===== src/rtl/smips_pkg.sv =====
// Shared encodings for the smips multi-cycle control path:
// opcodes, functs, ALU controls, PC sources and FSM states.
package smips_pkg;

    localparam logic [5:0] OP_RTYPE = 6'b000000;
    localparam logic [5:0] OP_LW    = 6'b100011;
    localparam logic [5:0] OP_SW    = 6'b101011;
    localparam logic [5:0] OP_ADDI  = 6'b001000;
    localparam logic [5:0] OP_BEQ   = 6'b000100;
    localparam logic [5:0] OP_J     = 6'b000010;

    localparam logic [5:0] FN_ADD = 6'b100000;
    localparam logic [5:0] FN_SUB = 6'b100010;
    localparam logic [5:0] FN_AND = 6'b100100;
    localparam logic [5:0] FN_OR  = 6'b100101;
    localparam logic [5:0] FN_SLT = 6'b101010;

    localparam logic [2:0] ALU_ADD = 3'b010;
    localparam logic [2:0] ALU_SUB = 3'b110;
    localparam logic [2:0] ALU_AND = 3'b000;
    localparam logic [2:0] ALU_OR  = 3'b001;
    localparam logic [2:0] ALU_SLT = 3'b111;

    localparam logic [1:0] PC_PLUS4  = 2'b00;
    localparam logic [1:0] PC_BRANCH = 2'b01;
    localparam logic [1:0] PC_JUMP   = 2'b10;

    typedef enum logic [2:0] {
        S_FETCH  = 3'd0,
        S_DECODE = 3'd1,
        S_EXEC   = 3'd2,
        S_MEM    = 3'd3,
        S_WB     = 3'd4,
        S_BRANCH = 3'd5,
        S_JUMP   = 3'd6,
        S_HALT   = 3'd7
    } state_t;

endpackage


===== src/rtl/smips_alu_decoder.sv =====
// R-type funct to ALU control decode, flagging functs the datapath
// cannot execute.
module smips_alu_decoder
    import smips_pkg::*;
(
    input  logic [5:0] i_funct,
    output logic [2:0] o_alu_ctrl,
    output logic       o_funct_illegal
);

    always_comb begin
        o_alu_ctrl      = ALU_ADD;
        o_funct_illegal = 1'b0;
        case (i_funct)
            FN_ADD:  o_alu_ctrl = ALU_ADD;
            FN_SUB:  o_alu_ctrl = ALU_SUB;
            FN_AND:  o_alu_ctrl = ALU_AND;
            FN_OR:   o_alu_ctrl = ALU_OR;
            FN_SLT:  o_alu_ctrl = ALU_SLT;
            default: o_funct_illegal = 1'b1;
        endcase
    end

endmodule


===== src/rtl/smips_mc_ctrl.sv =====
// Multi-cycle control sequencer for the smips datapath.
// Define SMIPS_MEM_WAIT_EN to add the mem_ready wait-state input.
module smips_mc_ctrl
    import smips_pkg::*;
#(
    parameter int CNT_W = 32
) (
    input  logic             clk,
    input  logic             rst_n,
    input  logic [5:0]       opcode,
    input  logic [5:0]       funct,
    input  logic             alu_zero,
`ifdef SMIPS_MEM_WAIT_EN
    input  logic             mem_ready,
`endif
    output logic             ir_write,
    output logic             pc_write,
    output logic [1:0]       pc_src,
    output logic [2:0]       alu_ctrl,
    output logic             alu_src,
    output logic             reg_dest,
    output logic             reg_write_enable,
    output logic             ram_write_enable,
    output logic             write_back_select,
    output logic [2:0]       state,
    output logic             retire,
    output logic             illegal_instr,
    output logic [CNT_W-1:0] instr_count
);

    state_t           r_state;
    state_t           w_next;
    logic [5:0]       r_opcode;
    logic [5:0]       r_funct;
    logic             r_illegal;
    logic [CNT_W-1:0] r_count;

    logic [5:0] w_dec_funct;
    logic [2:0] w_dec_alu_ctrl;
    logic       w_funct_illegal;
    logic       w_mem_done;
    logic       w_is_r;
    logic       w_is_lw;
    logic       w_is_sw;
    logic       w_is_addi;

    logic       w_ir_write;
    logic       w_pc_write;
    logic [1:0] w_pc_src;
    logic [2:0] w_alu_ctrl;
    logic       w_alu_src;
    logic       w_reg_dest;
    logic       w_reg_we;
    logic       w_ram_we;
    logic       w_wb_sel;
    logic       w_retire;

    // DECODE checks the live IR; later phases use the latched copy
    assign w_dec_funct = (r_state == S_DECODE) ? funct : r_funct;

    smips_alu_decoder u_alu_dec (
        .i_funct         (w_dec_funct),
        .o_alu_ctrl      (w_dec_alu_ctrl),
        .o_funct_illegal (w_funct_illegal)
    );

`ifdef SMIPS_MEM_WAIT_EN
    assign w_mem_done = mem_ready;
`else
    assign w_mem_done = 1'b1;
`endif

    assign w_is_r    = (r_opcode == OP_RTYPE);
    assign w_is_lw   = (r_opcode == OP_LW);
    assign w_is_sw   = (r_opcode == OP_SW);
    assign w_is_addi = (r_opcode == OP_ADDI);

    always_comb begin
        w_next     = r_state;
        w_ir_write = 1'b0;
        w_pc_write = 1'b0;
        w_pc_src   = PC_PLUS4;
        w_alu_ctrl = 3'b000;
        w_alu_src  = 1'b0;
        w_reg_dest = 1'b0;
        w_reg_we   = 1'b0;
        w_ram_we   = 1'b0;
        w_wb_sel   = 1'b0;
        w_retire   = 1'b0;
        if (r_state == S_EXEC || r_state == S_MEM || r_state == S_WB) begin
            w_alu_src  = !w_is_r;
            w_alu_ctrl = w_is_r ? w_dec_alu_ctrl : ALU_ADD;
        end
        case (r_state)
            S_FETCH: begin
                w_ir_write = 1'b1;
                w_pc_write = 1'b1;
                w_next     = S_DECODE;
            end
            S_DECODE: begin
                case (opcode)
                    OP_RTYPE: w_next = w_funct_illegal ? S_HALT : S_EXEC;
                    OP_LW,
                    OP_SW,
                    OP_ADDI:  w_next = S_EXEC;
                    OP_BEQ:   w_next = S_BRANCH;
                    OP_J:     w_next = S_JUMP;
                    default:  w_next = S_HALT;
                endcase
            end
            S_EXEC: w_next = (w_is_r || w_is_addi) ? S_WB : S_MEM;
            S_MEM: begin
                w_ram_we = w_is_sw;
                if (w_mem_done) begin
                    w_retire = w_is_sw;
                    w_next   = w_is_sw ? S_FETCH : S_WB;
                end
            end
            S_WB: begin
                w_reg_we   = 1'b1;
                w_reg_dest = w_is_r;
                w_wb_sel   = w_is_lw;
                w_retire   = 1'b1;
                w_next     = S_FETCH;
            end
            S_BRANCH: begin
                w_alu_ctrl = ALU_SUB;
                w_pc_src   = PC_BRANCH;
                w_pc_write = alu_zero;
                w_retire   = 1'b1;
                w_next     = S_FETCH;
            end
            S_JUMP: begin
                w_pc_src   = PC_JUMP;
                w_pc_write = 1'b1;
                w_retire   = 1'b1;
                w_next     = S_FETCH;
            end
            S_HALT: w_next = S_HALT;
        endcase
    end

    always_ff @(posedge clk or negedge rst_n) begin
        if (!rst_n) begin
            r_state   <= S_FETCH;
            r_opcode  <= 6'd0;
            r_funct   <= 6'd0;
            r_illegal <= 1'b0;
            r_count   <= '0;
        end else begin
            r_state <= w_next;
            if (r_state == S_DECODE) begin
                r_opcode <= opcode;
                r_funct  <= funct;
                if (w_next == S_HALT)
                    r_illegal <= 1'b1;
            end
            if (w_retire)
                r_count <= r_count + CNT_W'(1);
        end
    end

    // Reset forces every control output low without waiting for a clock
    assign ir_write          = rst_n & w_ir_write;
    assign pc_write          = rst_n & w_pc_write;
    assign pc_src            = rst_n ? w_pc_src : 2'b00;
    assign alu_ctrl          = rst_n ? w_alu_ctrl : 3'b000;
    assign alu_src           = rst_n & w_alu_src;
    assign reg_dest          = rst_n & w_reg_dest;
    assign reg_write_enable  = rst_n & w_reg_we;
    assign ram_write_enable  = rst_n & w_ram_we;
    assign write_back_select = rst_n & w_wb_sel;
    assign retire            = rst_n & w_retire;
    assign state             = r_state;
    assign illegal_instr     = r_illegal;
    assign instr_count       = r_count;

endmodule


===== config.mk =====
export PLATFORM = sky130hd
export DESIGN_NAME = smips_mc_ctrl
export DESIGN_NICKNAME = d
export VERILOG_FILES = /design/src/rtl/smips_pkg.sv /design/src/rtl/smips_alu_decoder.sv /design/src/rtl/smips_mc_ctrl.sv
export SDC_FILE = /design/constraint.sdc
export NUM_CORES = 1
export LEC_CHECK = 0
export BUFFER_PORTS_ARGS = -buffer_cell sky130_fd_sc_hd__clkbuf_2
export CAP_MARGIN = 10
export CORE_AREA = 4 4 92 77
export DETAILED_ROUTE_END_ITERATION = 10
export DIE_AREA = 0 0 96 81
export PLACE_DENSITY = 0.7
export SLEW_MARGIN = 40
export SYNTH_ARGS = -nofsm -noshare
export SYNTH_HDL_FRONTEND = slang
export SYNTH_SLANG_ARGS = --single-unit

===== constraint.sdc =====
create_clock -name clk -period 1.9 [get_ports clk]
set_clock_uncertainty 0.2 [all_clocks]
set_input_delay 0.095 -clock clk [delete_from_list [all_inputs] [get_ports clk]]
set_output_delay 0.095 -clock clk [all_outputs]
set_load 0.02 [all_outputs]

# --- Yosys cells after proc, flatten, opt, wreduce, memory -nomap -nowiden ---
# Cells that the tools add are included.
totals:
  regBits: 48
  inputBits: 15
  wordCells: 68
classes:
  add_sub_neg: 1
  n_eq_ne: 21
  n_mux: 21
  bitwise_logic: 8
  n_reduce_logical: 12
op_table:
  columns: ["cell", "count"]
  rows:
  - ["== test 6 bit, second input constant", 9]
  - ["adder 32 x 1 -> 32 bit, second input constant", 1]
  - ["one-hot mux 3 bit (4 select lines)", 2]
  - ["2-to-1 mux 3 bit", 7]
  - ["one-hot mux 3 bit (6 select lines)", 1]
  - ["== test 3 bit, second input constant", 5]
  - ["== test 6 x 4 -> 1 bit, second input constant", 2]
  - ["logical NOT 6 bit", 2]
  - ["AND 1 bit", 8]
  - ["== test 3 x 2 -> 1 bit, second input constant", 2]
  - ["== test 6 x 2 -> 1 bit, second input constant", 1]
  - ["== test 6 x 3 -> 1 bit, second input constant", 1]
  - ["2-to-1 mux 1 bit", 6]
  - ["2-to-1 mux 6 bit", 1]
  - ["OR reduction 3 bit", 2]
  - ["OR reduction 5 bit", 1]
  - ["one-hot mux 1 bit (2 select lines)", 2]
  - ["one-hot mux 2 bit (2 select lines)", 1]
  - ["== test 3 x 1 -> 1 bit, second input constant", 1]
  - ["logical NOT 3 bit", 1]
  - ["logical OR 1 bit", 3]
  - ["2-to-1 mux 2 bit", 1]
  - ["AND reduction 2 bit", 1]
  - ["OR reduction 2 bit", 1]
  - ["logical NOT 1 bit", 1]

# --- Depth between registers and ports, before layout ---
logic_depth:
  ltp_word: 9
  mapped_depth: 6
  ltp_nobuf: 5

# --- By module ---
# Synthesis repeated with hierarchy kept, for this count alone.
unflattened:
  cells_unflattened: 237
  hier_area_um2: 2532.4
modules_own_cells:
  columns: ["mod", "n_inst", "cells_each", "area_per_inst_um2", "seq_area_each_um2"]
  rows:
  - ["smips_mc_ctrl", 1, 227, 2448.6, 1201.2]
  - ["smips_alu_decoder", 1, 10, 83.8, 0.0]

# --- Worst setup path after synthesis ---
# OpenSTA, ideal clock, no wires.
synth_path:
  kind: "register to output"
  start: "register r_state[1] (netlist: state[1])"
  end: "output port alu_ctrl[2]"
  arrival_time_ps: 1904
  t_required_ps: 1605
  path_slack_ps: -299
  stages_incl_launch_ff: 5
  path_buffers: 1
  path_cell_list: "dfrtp_1 -> clkbuf_1 -> nor2b_1 -> o21ai_0 -> o41ai_1"
synth_via:
  elab_chain_len: 8
  elab_cells_between_ends: 17
  cone_classes: "eq/ne: 9; mux: 6; reduce/logical: 2"
synth_rtl:
  columns: ["element", "line_no", "source"]
  rows:
  - ["start, declared", "smips_mc_ctrl.sv:31", "state_t r_state;"]
  - ["start signal, assigned", "smips_mc_ctrl.sv:151", "r_state <= w_next;"]
  - ["== test 3 x 1 -> 1 bit", "smips_mc_ctrl.sv:59", "assign w_dec_funct = (r_state == S_DECODE) ? funct : r_funct;"]
  - ["2-to-1 mux 6 bit", null, null]
  - ["== test 6 bit", "smips_alu_decoder.sv:14", "case (i_funct)"]
  - ["one-hot mux 3 bit (4 select lines)", "smips_alu_decoder.sv:14", null]
  - ["2-to-1 mux 3 bit", "smips_mc_ctrl.sv:92", "w_alu_ctrl = w_is_r ? w_dec_alu_ctrl : ALU_ADD;"]
  - ["2-to-1 mux 3 bit", "smips_mc_ctrl.sv:90", "if (r_state == S_EXEC || r_state == S_MEM || r_state == S_WB) begin"]
  - ["2-to-1 mux 3 bit (*)", "smips_mc_ctrl.sv:94", "case (r_state)"]
  - ["2-to-1 mux 3 bit (*)", "smips_mc_ctrl.sv:167", "assign alu_ctrl = rst_n ? w_alu_ctrl : 3'b000;"]
  - ["end, declared", "smips_mc_ctrl.sv:19", "output logic [2:0] alu_ctrl,"]
# Every way passes the cells marked *; elsewhere a longest branch is shown, timed or not.

# --- Final worst setup path ---
layout_path:
  start: "register r_state[2] (netlist: state[2])"
  end: "output port alu_ctrl[0]"
# The elaborated chain is that of the path after synthesis.

==> impl_metrics.env <==
export IMPL_status="finished with violations"
export IMPL_violations="setup timing"
export IMPL_syn_area_per_cell_sq_um=10.6
export IMPL_r2r_start="state[2]$_DFF_PN0_"
export IMPL_first_global_vias=2471
export IMPL_io_pins=64
export IMPL_comb_power_share_pct=55.6
export IMPL_start_kind="flip-flop"
export IMPL_async_flop_share_pct=100
export IMPL_synth_top_cell_area_share_pct=44.7
export IMPL_whs_ns=0.0527
export IMPL_grt_overflow_total=0
export IMPL_syn_num_nets=269
export IMPL_sw_frac_of_total_pct=39.7
export IMPL_multiInputGateArea_sq_um=1740
export IMPL_port_buffers=63
export IMPL_dieArea_sq_um=7780
export IMPL_ys_types=44
export IMPL_wl_per_cell_um=17.7
export IMPL_synth_seq_cells=48
export IMPL_synth_area_leaders="dfrtp_1 45%, xnor2_1 9.5%, o2111ai_1 5.2%"
export IMPL_drive_gt1_share_pct=50.3
export IMPL_dp_hpwl_um=5090
export IMPL_floorplan_initialDensity_pct=43.3
export IMPL_num_rows=26
export IMPL_p_leak_nw=1.83
export IMPL_firstDrtPassIters=4
export IMPL_syn_inst=253
export IMPL_worst_path_max_delay_cell="dfrtp_1"
export IMPL_layout_min_cycle_time_ns=2.27
export IMPL_coreArea_sq_um=6210
export IMPL_cts_buffer_depth=2
export IMPL_worst_slack_ns=-0.372
export IMPL_antenna_left=0
export IMPL_drv_slew=0
export IMPL_gp_congestion=0.822
export IMPL_areaGrowthSynthToFinish_pct=56.9
export IMPL_timing_final_crit_share_pct=120
export IMPL_startpoint="state[2]$_DFF_PN0_"
export IMPL_cts_tree="yes"
export IMPL_cts_root_buf="clkbuf_8"
export IMPL_required_ns=1.60
export IMPL_finalSetupViolations=40
export IMPL_fill_cells=428
export IMPL_hold_viol=0
export IMPL_power_frac_seq_pct=29.3
export IMPL_ys_warnings_count=0
export IMPL_grt_pass1_wl_um=12500
export IMPL_grt_setup_unrepaired="true"
export IMPL_synthFlopType="dfrtp_1"
export IMPL_pwr_share_clk_pct=15.0
export IMPL_syn_cell_area_sq_um=2690
export IMPL_cts_inserted_buffers=5
export IMPL_dp_cells=418
export IMPL_synth_edff_count=0
export IMPL_hold_class="in -> reg"
export IMPL_nNetsFinal=395
export IMPL_path_buf_inv=3
export IMPL_drcViolationCount=0
export IMPL_endpoint_kind="output port"
export IMPL_maxSlewHeadroom_pct=68.3
export IMPL_maxCapViolations=0
export IMPL_tightest_slew_ns=0.474
export IMPL_p_int_w=0.00307
export IMPL_crit_chain="nor3b_4, mux2i_1, buf_4, buf_6, nor2_2, o21a_1, clkbuf_8"
export IMPL_cp_max_fo=4
export IMPL_crit_family="flip-flops"
export IMPL_crit_arrival_ns=1.98
export IMPL_cellPowerDensity_nw_per_um2=1210
export IMPL_crit_type="reg -> out"
export IMPL_clock_sinks=48
export IMPL_power_total_w=0.00509
export IMPL_h_tree_depth=2
export IMPL_grt_use_total_pct=20.9
export IMPL_fp_dieW_um=96
export IMPL_regArea_sq_um=1200
export IMPL_initialDrtViolationCount=202
export IMPL_synth_seq_area_share_pct=44.7
export IMPL_wl_um=8210
export IMPL_ir_worst_vdd_mv=0.514
export IMPL_max_freq_mhz=440
export IMPL_hold_path_startpoint="funct[3]"
export IMPL_grt_start_max_net_pins=27
export IMPL_p_sw_w=0.00202
export IMPL_via_count=2576
export IMPL_die_y_um=81
export IMPL_antenna_found_initial=0
export IMPL_via_per_inst=5.55
export IMPL_synth_largest_area_cell="dfrtp_1"
export IMPL_n_antenna_cell=0
export IMPL_stdcell_count=464
export IMPL_clk_pin_slew_ns=0.09
export IMPL_clk_latency_ns=0.32
export IMPL_max_stage_delay_ns=0.42
==> cell usage in the layout, fill, tap and decap left out, types with 3 or more instances in the layout <==
cell	instances
and2_1	6
and3_1	9
and4_1	11
buf_12	4
buf_4	43
buf_6	14
clkbuf_2	52
clkbuf_8	8
dfrtp_1	47
dlygate4sd3_1	12
mux2_2	10
mux2i_1	3
nand2_1	4
nand3_1	7
nand4_1	5
nor2_1	8
nor2b_1	4
nor3_1	4
nor3b_2	3
nor4_4	3
o2111ai_2	10
o2111ai_4	4
o211ai_1	8
o21ai_0	3
o21ai_1	3
o21ai_2	3
xnor2_1	29
==> layer usage <==
metal  GRT usage (%)  share of wire, %  wire length [um]  vias to the layer above
li1                -                 -                 -                     1215
met1            30.4                45              3650                     1253
met2            32.5                48              3930                       95
met3            2.96               6.3               515                       13
met4            5.68               1.4               112                        0
met5               0                 0                 0                        -
==> synth_stat cells, drive strengths merged, types with 2 or more instances <==
cell and count:
dfrtp 48, xnor2 29, o2111ai 16, mux2 12, nor2 12, and4 11
and3 9, o21ai 9, nand3 8, o211ai 8, and2 7, buf 7
nand2 7, nor2b 7, mux2i 6, nor3b 6, clkbuf 5, nand4 5
nor3 5, nor4 5, a21oi 4, inv 4, a211oi 3, a21o 2
a31oi 2, nand2b 2, nand3b 2, xor2 2
==> layout make-up <==
cell class                      instances  share of cell area [%]
Sequential cell                        48                    28.5
Clock inverter                          3                    1.13
Clock buffer                            5                    1.63
Inverter                                4                   0.415
Tap cell                               84                    2.49
Timing Repair Buffer                  131                    24.6
Multi-Input combinational cell        189                    41.2
==> registers in the layout (all words and copies together), names as in the netlist <==
| register | flops |
|---|---|
| r_funct | 6 |
| illegal_instr | 1 |
| r_opcode | 6 |
| instr_count | 32 |
| state | 3 |
==> per-stage QoR <==
step	setup TNS (ns)	setup WS, ns	utilization, %	cell area, sq um
3_5_place_dp	-0.183	-0.0893	53.7	3340
6_report	-7.26	-0.372	67.9	4220
5_1_grt	-9.82	-0.516	67.9	4220
4_1_cts	-1.78	-0.285	63.0	3910
2_1_floorplan	-0.794	-0.0998	-	2740
3_3_place_gp	-0.0193	-0.0193	53.7	3340
==> worst register-to-register path, delay by kind of cell (launching register included) <==
family / cells / cell delay, ns
flops: 1 / 0.42
simple gates: 2 / 0.40
buf+inv: 5 / 0.72
compound gates: 1 / 0.15
xor+xnor: 1 / 0.16
==> cells by family (layout without fill, tap and decap cells) <==
group                      count (synthesis)  count (layout)  synth area share, %
and+or+nand+nor                           89              89                 21.0
DFF                                       48              48                 44.7
adders and majority gates                  1               1                0.465
buffers and inverters                     16             143                 2.75
AOI/OAI and AO/OA                         50              50                 13.7
muxes                                     18              18                 7.26
xor gates and xnor gates                  31              31                 10.1
==> final timing paths <==
kind	to	slack, ns	cells past startpoint
worst max-delay path	alu_ctrl[0]	-0.37	7
worst min-delay path	r_funct[3]$_DFF_PN0_	0.05	4
worst max register to register	instr_count[18]$_DFFE_PN0P_	-0.25	9
worst min register to register	instr_count[31]$_DFFE_PN0P_	0.29	1
max in group asynchronous	r_opcode[2]$_DFFE_PN0P_	0.45	4
min in group asynchronous	state[1]$_DFF_PN0_	0.12	2
==> power groups by stage <==
stage | Sequential, W | Combinational [W] | Clock [W]
3_3_place_gp | 0.00147 | 0.00186 | 0
2_1_floorplan | 0.00157 | 0.00107 | 0
6_report | 0.00149 | 0.00283 | 0.000764
3_5_place_dp | 0.00149 | 0.00189 | 0
4_1_cts | 0.00147 | 0.00251 | 0.000772
5_1_grt | 0.00152 | 0.00303 | 0.000822
==> repair_timing <==
item | in CTS | in global routing
cloned | 0 | 2
hold buffers | 12 | 0
buffers inserted | 16 | 8
resized for setup | 59 | 46
pin swaps | 15 | 24
endpoints found under the setup margin | 14 | 40
endpoints found under the hold margin | 35 | 0
(Power assumes the default switching activity.)
